### src/rtl/conv_pkg.sv
// rtl/conv_pkg.sv - shared constants and types for the convolution pad sequencer
package conv_pkg;

    localparam int IMAGE_WIDTH  = 512;
    localparam int FILTER_SIZE  = 3;
    localparam int PAD_W        = (FILTER_SIZE - 1) / 2;
    localparam int PADDED_WIDTH = IMAGE_WIDTH + 2 * PAD_W;
    localparam int PIXEL_DATAW  = 8;
    localparam int HEIGHT_W     = 16;
    localparam int COL_W        = $clog2(PADDED_WIDTH);
    // One extra bit so a 65535-row frame plus both pad rows still fits.
    localparam int ROW_W        = HEIGHT_W + 1;
    localparam int COEF_W       = FILTER_SIZE * FILTER_SIZE * PIXEL_DATAW;

    typedef enum logic [1:0] {
        IDLE,
        PAD_TOP,
        BODY,
        PAD_BOT
    } seq_state_t;

    typedef logic [COEF_W-1:0] coef_vec_t;

endpackage

### src/rtl/conv_rc_counter.sv
// rtl/conv_rc_counter.sv - padded column counter with row carry and synchronous clear
module conv_rc_counter
    import conv_pkg::*;
(
    input  logic             clk,
    input  logic             reset,
    input  logic             clr,
    input  logic             en,
    output logic [COL_W-1:0] col,
    output logic [ROW_W-1:0] row,
    output logic             col_first,
    output logic             col_last
);

    assign col_first = (col == '0);
    assign col_last  = (col == COL_W'(PADDED_WIDTH - 1));

    always_ff @(posedge clk) begin
        if (reset || clr) begin
            col <= '0;
            row <= '0;
        end else if (en) begin
            if (col_last) begin
                col <= '0;
                row <= row + 1'b1;
            end else begin
                col <= col + 1'b1;
            end
        end
    end

endmodule

### src/rtl/conv_pad_sequencer.sv
// rtl/conv_pad_sequencer.sv - zero-pad frame sequencer for the 3x3 core; optional stats via CONV_PAD_SEQ_STATS_EN
module conv_pad_sequencer
    import conv_pkg::*;
(
    input  logic                   clk,
    input  logic                   reset,
    input  logic                   i_start,
    input  logic [HEIGHT_W-1:0]    i_height,
    input  coef_vec_t              i_f,
    input  logic                   i_valid,
    input  logic [PIXEL_DATAW-1:0] i_x,
    output logic                   o_ready,
    output logic                   o_valid,
    input  logic                   i_ready,
    output logic [PIXEL_DATAW-1:0] o_y,
    output coef_vec_t              o_f,
    output logic                   o_last,
    output logic                   o_busy,
    output logic                   o_done
`ifdef CONV_PAD_SEQ_STATS_EN
    ,
    output logic [15:0]            o_frame_cnt,
    output logic [31:0]            o_stall_cnt
`endif
);

    seq_state_t          state, state_nxt;
    logic [HEIGHT_W-1:0] height_q;
    logic [COL_W-1:0]    col;
    logic [ROW_W-1:0]    row;
    logic                col_first, col_last;
    logic                xfer, row_wrap, frame_end, start_ok, cnt_clr;

    assign start_ok  = (state == IDLE) && i_start && (i_height != '0);
    assign row_wrap  = xfer && col_last;
    assign frame_end = (state == PAD_BOT) && row_wrap;
    assign cnt_clr   = start_ok || frame_end;
    assign o_busy    = (state != IDLE);

    conv_rc_counter u_rc_counter (
        .clk       (clk),
        .reset     (reset),
        .clr       (cnt_clr),
        .en        (xfer),
        .col       (col),
        .row       (row),
        .col_first (col_first),
        .col_last  (col_last)
    );

    always_ff @(posedge clk) begin
        if (reset) begin
            state    <= IDLE;
            height_q <= '0;
            o_f      <= '0;
            o_done   <= 1'b0;
        end else begin
            state  <= state_nxt;
            o_done <= frame_end;
            if (start_ok) begin
                height_q <= i_height;
                o_f      <= i_f;
            end
        end
    end

    always_comb begin
        state_nxt = state;
        o_valid   = 1'b0;
        o_ready   = 1'b0;
        o_y       = '0;
        o_last    = 1'b0;
        case (state)
            IDLE: begin
                if (start_ok) state_nxt = PAD_TOP;
            end
            PAD_TOP: begin
                o_valid = 1'b1;
            end
            BODY: begin
                // Border columns are generated locally; the rest is a wire-through.
                if (col_first || col_last) begin
                    o_valid = 1'b1;
                end else begin
                    o_valid = i_valid;
                    o_y     = i_x;
                    o_ready = i_ready;
                end
            end
            PAD_BOT: begin
                o_valid = 1'b1;
                o_last  = col_last;
            end
            default: state_nxt = IDLE;
        endcase

        xfer = o_valid && i_ready;

        case (state)
            PAD_TOP: if (xfer && col_last) state_nxt = BODY;
            BODY:    if (xfer && col_last && (row == {1'b0, height_q})) state_nxt = PAD_BOT;
            PAD_BOT: if (xfer && col_last) state_nxt = IDLE;
            default: ;
        endcase
    end

`ifdef CONV_PAD_SEQ_STATS_EN
    always_ff @(posedge clk) begin
        if (reset) begin
            o_frame_cnt <= '0;
            o_stall_cnt <= '0;
        end else begin
            if (frame_end) o_frame_cnt <= o_frame_cnt + 1'b1;
            if (start_ok) begin
                o_stall_cnt <= '0;
            end else if (o_busy && o_valid && !i_ready && (o_stall_cnt != '1)) begin
                o_stall_cnt <= o_stall_cnt + 1'b1;
            end
        end
    end
`endif

endmodule

### config.mk
export PLATFORM = sky130hd
export DESIGN_NAME = conv_pad_sequencer
export DESIGN_NICKNAME = d
export VERILOG_FILES = /design/src/rtl/conv_pkg.sv /design/src/rtl/conv_rc_counter.sv /design/src/rtl/conv_pad_sequencer.sv
export SDC_FILE = /design/constraint.sdc
export NUM_CORES = 1
export LEC_CHECK = 0
export BUFFER_PORTS_ARGS = -buffer_cell sky130_fd_sc_hd__buf_2
export CAP_MARGIN = 20
export CORE_MARGIN = 2
export CORE_UTILIZATION = 45
export DETAILED_ROUTE_END_ITERATION = 12
export PLACE_DENSITY = 0.72
export SLEW_MARGIN = 5
export SYNTH_ARGS = -nofsm -noshare
export SYNTH_HDL_FRONTEND = slang
export SYNTH_SLANG_ARGS = --single-unit
### constraint.sdc
create_clock -name clk -period 2.2 [get_ports clk]
set_input_delay 0.44 -clock clk [delete_from_list [all_inputs] [get_ports clk]]
set_output_delay 0.44 -clock clk [all_outputs]
set_load 0.1 [all_outputs]
# Word level (Yosys, flattened, before mapping)
# Index checks and enable logic that the tools add are counted.
word_totals:
  word_cells: 42
  inputBits: 101
  ff_bits: 118
  output_inout_bits: 85
op_classes:
  eq_ne: 5
  addsub: 2
  reduce_logical: 15
  n_mux: 14
ops:
  columns: ["op", "count"]
  rows:
  - ["$add 17x1->17 const B", 1]
  - ["$eq 17x16->1", 1]
  - ["$mux 8", 2]
  - ["$reduce_bool 16->1", 1]
  - ["$add 10x1->10 const B", 1]
  - ["$eq 10x10->1 const B", 1]
  - ["$logic_not 10->1", 1]
  - ["$mux 10", 1]
  - ["$mux 2", 5]
  - ["$logic_and 1x1->1", 6]
  - ["$pmux 2 s3", 1]
  - ["$eq 2x2->1 const B", 2]
  - ["$mux 1", 4]
  - ["$logic_or 1x1->1", 3]
  - ["$eq 2x1->1 const B", 1]
  - ["$logic_not 2->1", 1]
  - ["$pmux 1 s2", 1]
  - ["$reduce_and 2->1", 1]
  - ["$reduce_bool 2->1", 1]
  - ["$reduce_or 2->1", 1]

# Longest topological paths before layout
# Gate-level depths: netlist (run 1).
depth:
  ltp_word: 9
  ltp_mapped: 8
  ltp_nobuf: 6

# Hierarchy
# From an unflattened synthesis (run 1), not the netlist that was laid out.
hier_totals:
  hier_cells: 617
  hier_area_um2: 5057.4
modules_own_cells:
  columns: ["module", "cells_each", "n_inst", "area_each_um2", "seq_area_each_um2"]
  rows:
  - ["conv_pad_sequencer", 459, 1, 3733.6, 1821.7]
  - ["conv_rc_counter", 158, 1, 1323.8, 540.5]

# Worst setup path after synthesis (run 1)
# No wires, ideal clock.
synth_timing:
  path_kind: "register to output"
  startpoint: "register u_rc_counter.col[1]"
  endpoint: "output port o_ready"
  t_arrival_ns: 2.948
  stages_incl_launch_ff: 6
  n_path_buf: 0
  slack_ns: -1.188
  required_ns: 1.760
  path_cell_list: "dfxtp_1 inv_1 ha_1 mux2i_1 nor3_1 nor3_1"
synth_via:
  elab_chain_cells: 4
  word_cells_on_any_way: 5
  cone_classes: "eq/ne (1); mux (2); reduce/logical (2)"
synth_lines:
  columns: ["element", "line", "text"]
  rows:
  - ["from (decl)", "conv_rc_counter.sv:9", "output logic [COL_W-1:0] col,"]
  - ["from (signal assigned)", "conv_rc_counter.sv:27", "col <= col + 1'b1;"]
  - ["$eq 10x10->1 / $logic_not 10->1 (equally long branches)", "conv_rc_counter.sv:16, conv_rc_counter.sv:15", null]
  - ["$logic_or 1x1->1 (*)", "conv_pad_sequencer.sv:82", "if (col_first || col_last) begin"]
  - ["$mux 1 (*)", "conv_pad_sequencer.sv:82", null]
  - ["$mux 1 (*)", "conv_pad_sequencer.sv:73", "case (state)"]
  - ["to (decl)", "conv_pad_sequencer.sv:12", "output logic o_ready,"]
# Every way passes the cells marked *; elsewhere a longest branch is shown, timed or not.

# Worst setup path after layout (run 1)
layout_timing:
  startpoint: "register u_rc_counter.col[8]"
  endpoint: "output port o_last"
layout_via:
  elab_chain_cells: 2
layout_lines:
  columns: ["element", "line", "text"]
  rows:
  - ["$eq 10x10->1", "conv_rc_counter.sv:16", "assign col_last = (col == COL_W'(PADDED_WIDTH - 1));"]
  - ["$mux 1", "conv_pad_sequencer.sv:73", null]
  - ["to (decl)", "conv_pad_sequencer.sv:17", "output logic o_last,"]
# Every way passes these cells.

==> metrics.md, run 1 <==
| Metric | Value |
|---|---|
| YS warnings | 0 |
| Met2 usage | 40.0% |
| Clock Path Buffers | 2 |
| Initial antenna violation count | 0 |
| Slowest CP cell | or4_4 |
| CP Capture Type | primary output |
| Clk_skew | 0.00936 ns |
| Routed WL | 15,200 um |
| Reg-to-Reg End | u_rc_counter.row[16] |
| Synth area leader | dfxtp_1 |
| Reg2reg setup slack | -0.24 ns |
| Total number of vias | 5,568 |
| Top FF cell, synth | dfxtp_1 |
| Post-Syn Nets | 734 |
| CP Launch Point | u_rc_counter.col[8] |
| Largest net degree at the start of global routing | 73 |
| Worst endpoint required time | 1.76 ns |
| Failing checks | setup timing |
| CTS Buf Count | 17 |
| Seq/Total Area, Yosys | 45.8% |
| Most numerous cell in the Yosys netlist | dfxtp_1 |
| Number of flops mapped to enable cells by yosys | 0 |
| # setup viols final | 29 |
| Critical path fanouts, max | 4 |
| Least-Margin Pin Slew | 0.734 ns |
| CP endpoint | o_last |
| Final Power | 0.00642 W |
| FMAX | 395 MHz |
| Post-CTS Hold Buffers | 0 |
| WL/cell | 15.6 um |
| CTS root buffer | clkbuf_16 |
| Power Dens Cells | 869 mW/mm^2 |
| DRC | 0 |
| Grt total ovfl | 0 |
| Status | finished, violations left |
| Final period util | 115% |
| Crit path time final | 2.53 ns |
| Cell area after synthesis | 0.00515 sq mm |
| DP Cell Count | 938 |
| Syn-to-layout area delta | 43.3% |
| Synthesized flop and latch total | 118 |
| Initial drt markers | 527 |
| Hold Fails Final Rpt | 0 |
| Final Max Slew Viols | 0 |
| Synth top area share | 45.8% |
| LEAKAGE | 3.09 nW |
| Cells after synthesis | 629 |
| Hold_sp | i_f[0] |
| Core area | 0.0113 sq mm |
| CTS tree | yes |
| Worst setup margin | -0.330 ns |
| Largest cells by area after synthesis | dfxtp_1 46%, o21ai_0 9.6%, nand3_1 9.1% |
| Clock Latency Late Sink | 0.41 ns |
| Width of the die | 111 um |
| Overall global routing resource usage | 24.5% |
| Synth async-reset ratio | 0% |
| GP Congestion | 0.798 |
| RR Startpoint | u_rc_counter.col[8] |
| HP Class | input port to register |
| Kind of critical path | register to primary output |
| GR Util met1 | 29.6% |
| DR pass1 iterations | 5 |
| IO Pins | 186 |
| Max-slew headroom | 51.1% |
| CP Data Arrival Time | 2.09 ns |
| Chip height | 111 um |
| Most used routing layer | met2 |
| DRT antenna net count | 0 |
| Vias in the first global route | 5,311 |
| Row count | 39 |
| RSZ-0062 raised after global routing | true |
| Peak VDD IR | 0.644 mV |
| Grt met3 use | 8.47% |
| Post-route insts no fill | 979 |
| First-pass GRT wire length | 25,000 um |
| Layout cells sized above 1 | 37.4% |
| DP Wirelength | 10,200 um |
| Port Buffers | 185 |
| Mean Syn Cell Area | 8.19 sq um |
| Cell Chain, Critical Path | or4_4 -> buf_6 -> or3_4 -> nor2_4 -> buf_12 |
| DR vias/cell | 5.69 |
| Unique masters post-synth | 36 |
| Max_cap viols | 0 |
| Clock sink total | 118 |
| DP Area | 0.00648 sq mm |
| Net count reported at finish | 928 |
| Initial Util | 45.7% |
| ANT cells | 0 |
| Htree depth | 4 |
| CP peak stage delay | 0.58 ns |
| Crit start category | register |
| Die area | 0.0123 sq mm |
| Finished Cell Area | 0.00738 sq mm |
| Top cells by count, synth | 118 x dfxtp_1, 99 x o21ai_0, 94 x nand3_1 |
| FF-to-FF path depth | 5 |
| Clock transition at path regs | 0.05 ns |
==> final cells by class <==
cell class | count | area [sq um]
clock buffers | 24 | 512
clock inverters | 8 | 118
fillers | 940 | 3890
inverters | 8 | 30.0
multi-input cells | 444 | 2720
flip-flops and latches | 118 | 2360
well taps | 143 | 179
repair buffers | 234 | 1460
==> metrics by stage <==
stage | hold slack (ns) | utilization (%) | setup WS [ns] | setup TNS [ns]
after global placement | 0.458 | 57.5 | -0.141 | -2.18
after CTS | 0.263 | 64.4 | -0.358 | -4.45
after detailed placement | 0.464 | 57.5 | -0.205 | -3.80
final | 0.274 | 65.5 | -0.330 | -5.14
after floorplan | 0.465 | - | -0.163 | -0.530
after global routing | 0.267 | 65.5 | -0.411 | -7.63
==> what timing repair did <==
item | in CTS | in global routing
resized for setup | 30 | 11
pin swaps | 6 | 5
setup endpoints to repair | 30 | 30
setup buffers | 3 | 3
gates cloned | 1 | 2
==> report_power, final <==
group	switching [W]	total, W	internal (W)
clock network	0.000934	0.00289	0.00195
registers	0.0000516	0.00230	0.00225
logic	0.000961	0.00123	0.000270
==> worst max-delay path: cells and delay by family, from the launching register on <==
kind / cells / cell delay [ns]
flops: 1 / 0.32
simple gates: 3 / 1.03
buf+inv: 2 / 0.33
==> layer usage <==
metal | up-vias | wire length (um) | share of wire (%)
met2 | 236 | 7330 | 48
met1 | 2616 | 6310 | 41
met3 | 15 | 1380 | 9.1
met5 | - | 0 | 0
li1 | 2701 | - | -
met4 | 0 | 223 | 1.5
==> registers in the layout (all words and copies together) (netlist names) <==
name / flops
o_f: 72
o_done: 1
u_rc_counter.row: 17
u_rc_counter.col: 10
height_q: 16
state: 2
==> kinds of logic after synthesis <==
family	synth area share, %
adder cells (fa/ha/maj)	0.971
multiplexers	0.389
AND/OR/NAND/NOR	20.8
buffers and inverters	5.00
flip-flops	45.8
XOR/XNOR	4.25
AO/OA/AOI/OAI	22.8
==> layout by cell type (no fill, tap or decap), types with 14 or more instances in the layout <==
cell type | synthesis | routed
nand3_1 | 94 | 94
clkbuf_16 | 0 | 19
a21oi_1 | 88 | 88
nor3_1 | 16 | 14
nor4_1 | 14 | 14
buf_4 | 0 | 46
xor2_1 | 16 | 16
dfxtp_1 | 118 | 117
buf_2 | 2 | 174
o21ai_0 | 99 | 99
==> how the worst min path moves through the flow <==
stage	to	slack (ns)	cells past startpoint
after floorplan	height_q[0]	0.47	2
after global routing	o_f[71]	0.27	3
final	o_f[0]	0.27	3
after CTS	o_f[48]	0.26	3
after detailed placement	o_f[4]	0.46	2
after global placement	o_f[61]	0.46	2
Note: power is estimated with default switching activity, not from simulation.
==> inputs of run 2 (changes only) <==
--- a/config.mk
+++ b/config.mk
@@ -7,9 +7,12 @@
 export LEC_CHECK = 0
 export BUFFER_PORTS_ARGS = -buffer_cell sky130_fd_sc_hd__buf_2
 export CAP_MARGIN = 20
+export CELL_PAD_IN_SITES_DETAIL_PLACEMENT = 0
+export CELL_PAD_IN_SITES_GLOBAL_PLACEMENT = 1
 export CORE_MARGIN = 2
-export CORE_UTILIZATION = 45
+export CORE_UTILIZATION = 32
 export DETAILED_ROUTE_END_ITERATION = 12
+export GPL_TIMING_DRIVEN = 0
 export PLACE_DENSITY = 0.72
 export SLEW_MARGIN = 5
 export SYNTH_ARGS = -nofsm -noshare
==> metrics.md, run 2 (synthesis gave the netlist of run 1 again) <==
| Metric | Value |
|---|---|
| Routed WL | 17,100 um |
| Die area | 0.0171 sq mm |
| Commonest non-fill, non-tap cell in the layout | buf_2 |
| CP Buf/Inv Count | 1 |
| CP delay by family, top | simple AND/OR/NAND/NOR gates |
| FF-to-FF path depth | 5 |
| Least-Margin Pin Slew | 0.690 ns |
| Clock power share | 44.7% |
| WL/cell | 16.0 um |
| Max reg flops | 72 |
| Core area | 0.0158 sq mm |
| Crit start category | register |
| Status | finished, violations left |
| Overall global routing resource usage | 19.9% |
| Stages on the worst setup path | 5 |
| Leading cell types in the layout, fill and taps excluded | 173 x buf_2, 114 x dfxtp_1, 99 x o21ai_0 |
| CP Capture Type | primary output |
| HP Class | input port to register |
| Grt total ovfl | 0 |
| Largest net degree at the start of global routing | 17 |
| CTS tree | yes |
| Initial antenna violation count | 0 |
| Initial Util | 32.6% |
| CTS root buffer | clkbuf_16 |
| Met2 usage | 31.8% |
| Clock Latency Late Sink | 0.42 ns |
| Chip height | 131 um |
| Most used routing layer | met2 |
| Layout cells sized above 1 | 32.8% |
| DR vias/cell | 5.19 |
| ANT cells | 0 |
| Slowest CP cell | or4_4 |
| Clock Path Buffers | 2 |
| DRC | 0 |
| Worst setup margin | -0.241 ns |
| Max_cap viols | 0 |
| Hold Fails Final Rpt | 0 |
| Sequential Power Share | 35.9% |
| Total number of vias | 5,524 |
| CP peak stage delay | 0.58 ns |
| Cell Chain, Critical Path | or4_4 -> nor3_4 -> nor2_4 -> and2_4 -> buf_12 |
| Psw | 0.00203 W |
| Top flop regs | o_f (72), u_rc_counter.row (17), height_q (16) |
| Logic pwr share | 19.4% |
| Row count | 46 |
| DRT antenna net count | 0 |
| Worst endpoint required time | 1.76 ns |
| Critical path fanouts, max | 8 |
| GP Congestion | 0.790 |
| Crit path time final | 2.44 ns |
| Peak VDD IR | 0.529 mV |
| Htree depth | 4 |
| DR pass1 iterations | 5 |
| # setup viols final | 27 |
| CP Data Arrival Time | 2.00 ns |
| Kind of critical path | register to primary output |
| Post-CTS Hold Buffers | 0 |
| Pre-CTS WS | -0.785 ns |
| Clock sink total | 118 |
| Initial drt markers | 237 |
| FMAX | 410 MHz |
| CTS Buf Count | 17 |
| RSZ-0062 raised after global routing | true |
| Hold Crit Depth | 3 |
| Setup TNS | -4.69 ns |
| First-pass GRT wire length | 26,800 um |
| Clk_skew | 0.00907 ns |
| GR Util met1 | 25.4% |
| Final period util | 111% |
| DP Wirelength | 12,400 um |
| Internal Power | 0.00438 W |
| Net count reported at finish | 940 |
| Post-route insts no fill | 1,064 |
| Clock transition at path regs | 0.06 ns |
| Max-slew headroom | 54.0% |
| DP Cell Count | 1,030 |
| Port Buffers | 185 |
| Top reg by flops | o_f |
| Vias in the first global route | 5,344 |
| Final Max Slew Viols | 0 |
| Power Dens Cells | 867 mW/mm^2 |
| Sw frac | 31.6% |
| Grt met3 use | 6.19% |
| Width of the die | 131 um |
| LEAKAGE | 2.97 nW |
| IO Pins | 186 |
| Fill count | 1,609 |
| Syn-to-layout area delta | 43.4% |
| Failing checks | setup timing |
-- run 2: changes by cell type in the layout (fill, tap and decap cells not counted), sizes merged --
| cell | change |
|---|---|
| clkinvlp | +2 |
| clkbuf | +46 |
| clkinv | +1 |
| buf | -37 |
-- run 2: layer usage --
layer	share of wire, %	up-vias
met1	45	2588
met4	1.2	0
met2	46	187
met3	7.4	19
li1	-	2730
met5	0	-
-- run 2: worst paths after layout --
kind	from	endpoint	slack, ns
worst max-delay path	u_rc_counter.col[8]	o_y[7]	-0.24
worst max register to register	u_rc_counter.col[6]	u_rc_counter.row[2]	-0.23
worst min-delay path	i_f[24]	o_f[24]	0.27
worst min register to register	o_f[52]	o_f[52]	0.47
-- run 2: cell type report --
class	instances	area [sq um]	area share, %
plain buffers	53	219	2.96
clock buffers	21	470	6.37
clock inverters	11	149	2.02
inverters	8	30.0	0.406
multi-input cells	444	2720	36.8
flip-flops and latches	118	2370	32.1
well taps	216	270	3.66
repair buffers	193	1160	15.7
-- run 2: worst min-delay path, cell delays in order --
cell	delay, ns
buf_2	0.10
nand3_1	0.05
a21oi_1	0.05
-- run 2: repair_timing --
action                                  CTS  global route
gates cloned                              1             0
setup buffers                             8             1
endpoints found under the hold margin     0             0
resized for setup                        65            29
pin swaps                                11            16
endpoints found under the setup margin  127            59
-- run 2: power groups by stage --
| stage | Sequential [W] | Clock [W] | Combinational [W] |
|---|---|---|---|
| 3_3_place_gp | 0.00234 | 0 | 0.00121 |
| 6_report | 0.00230 | 0.00286 | 0.00124 |
| 5_1_grt | 0.00231 | 0.00303 | 0.00131 |
| 2_1_floorplan | 0.00296 | 0 | 0.000316 |
| 4_1_cts | 0.00230 | 0.00290 | 0.00124 |
| 3_5_place_dp | 0.00235 | 0 | 0.00122 |
-- run 2: metrics by stage --
step / utilization, % / instance area (sq um) / hold slack [ns] / power, W
CTS: 46.0 / 7290 / 0.256 / 0.00644
detailed placement: 40.6 / 6430 / 0.466 / 0.00357
finish: 46.7 / 7390 / 0.269 / 0.00641
global route: 46.7 / 7390 / 0.256 / 0.00666
global placement: 40.6 / 6430 / 0.458 / 0.00355
floorplan: - / 5230 / 0.465 / 0.00327
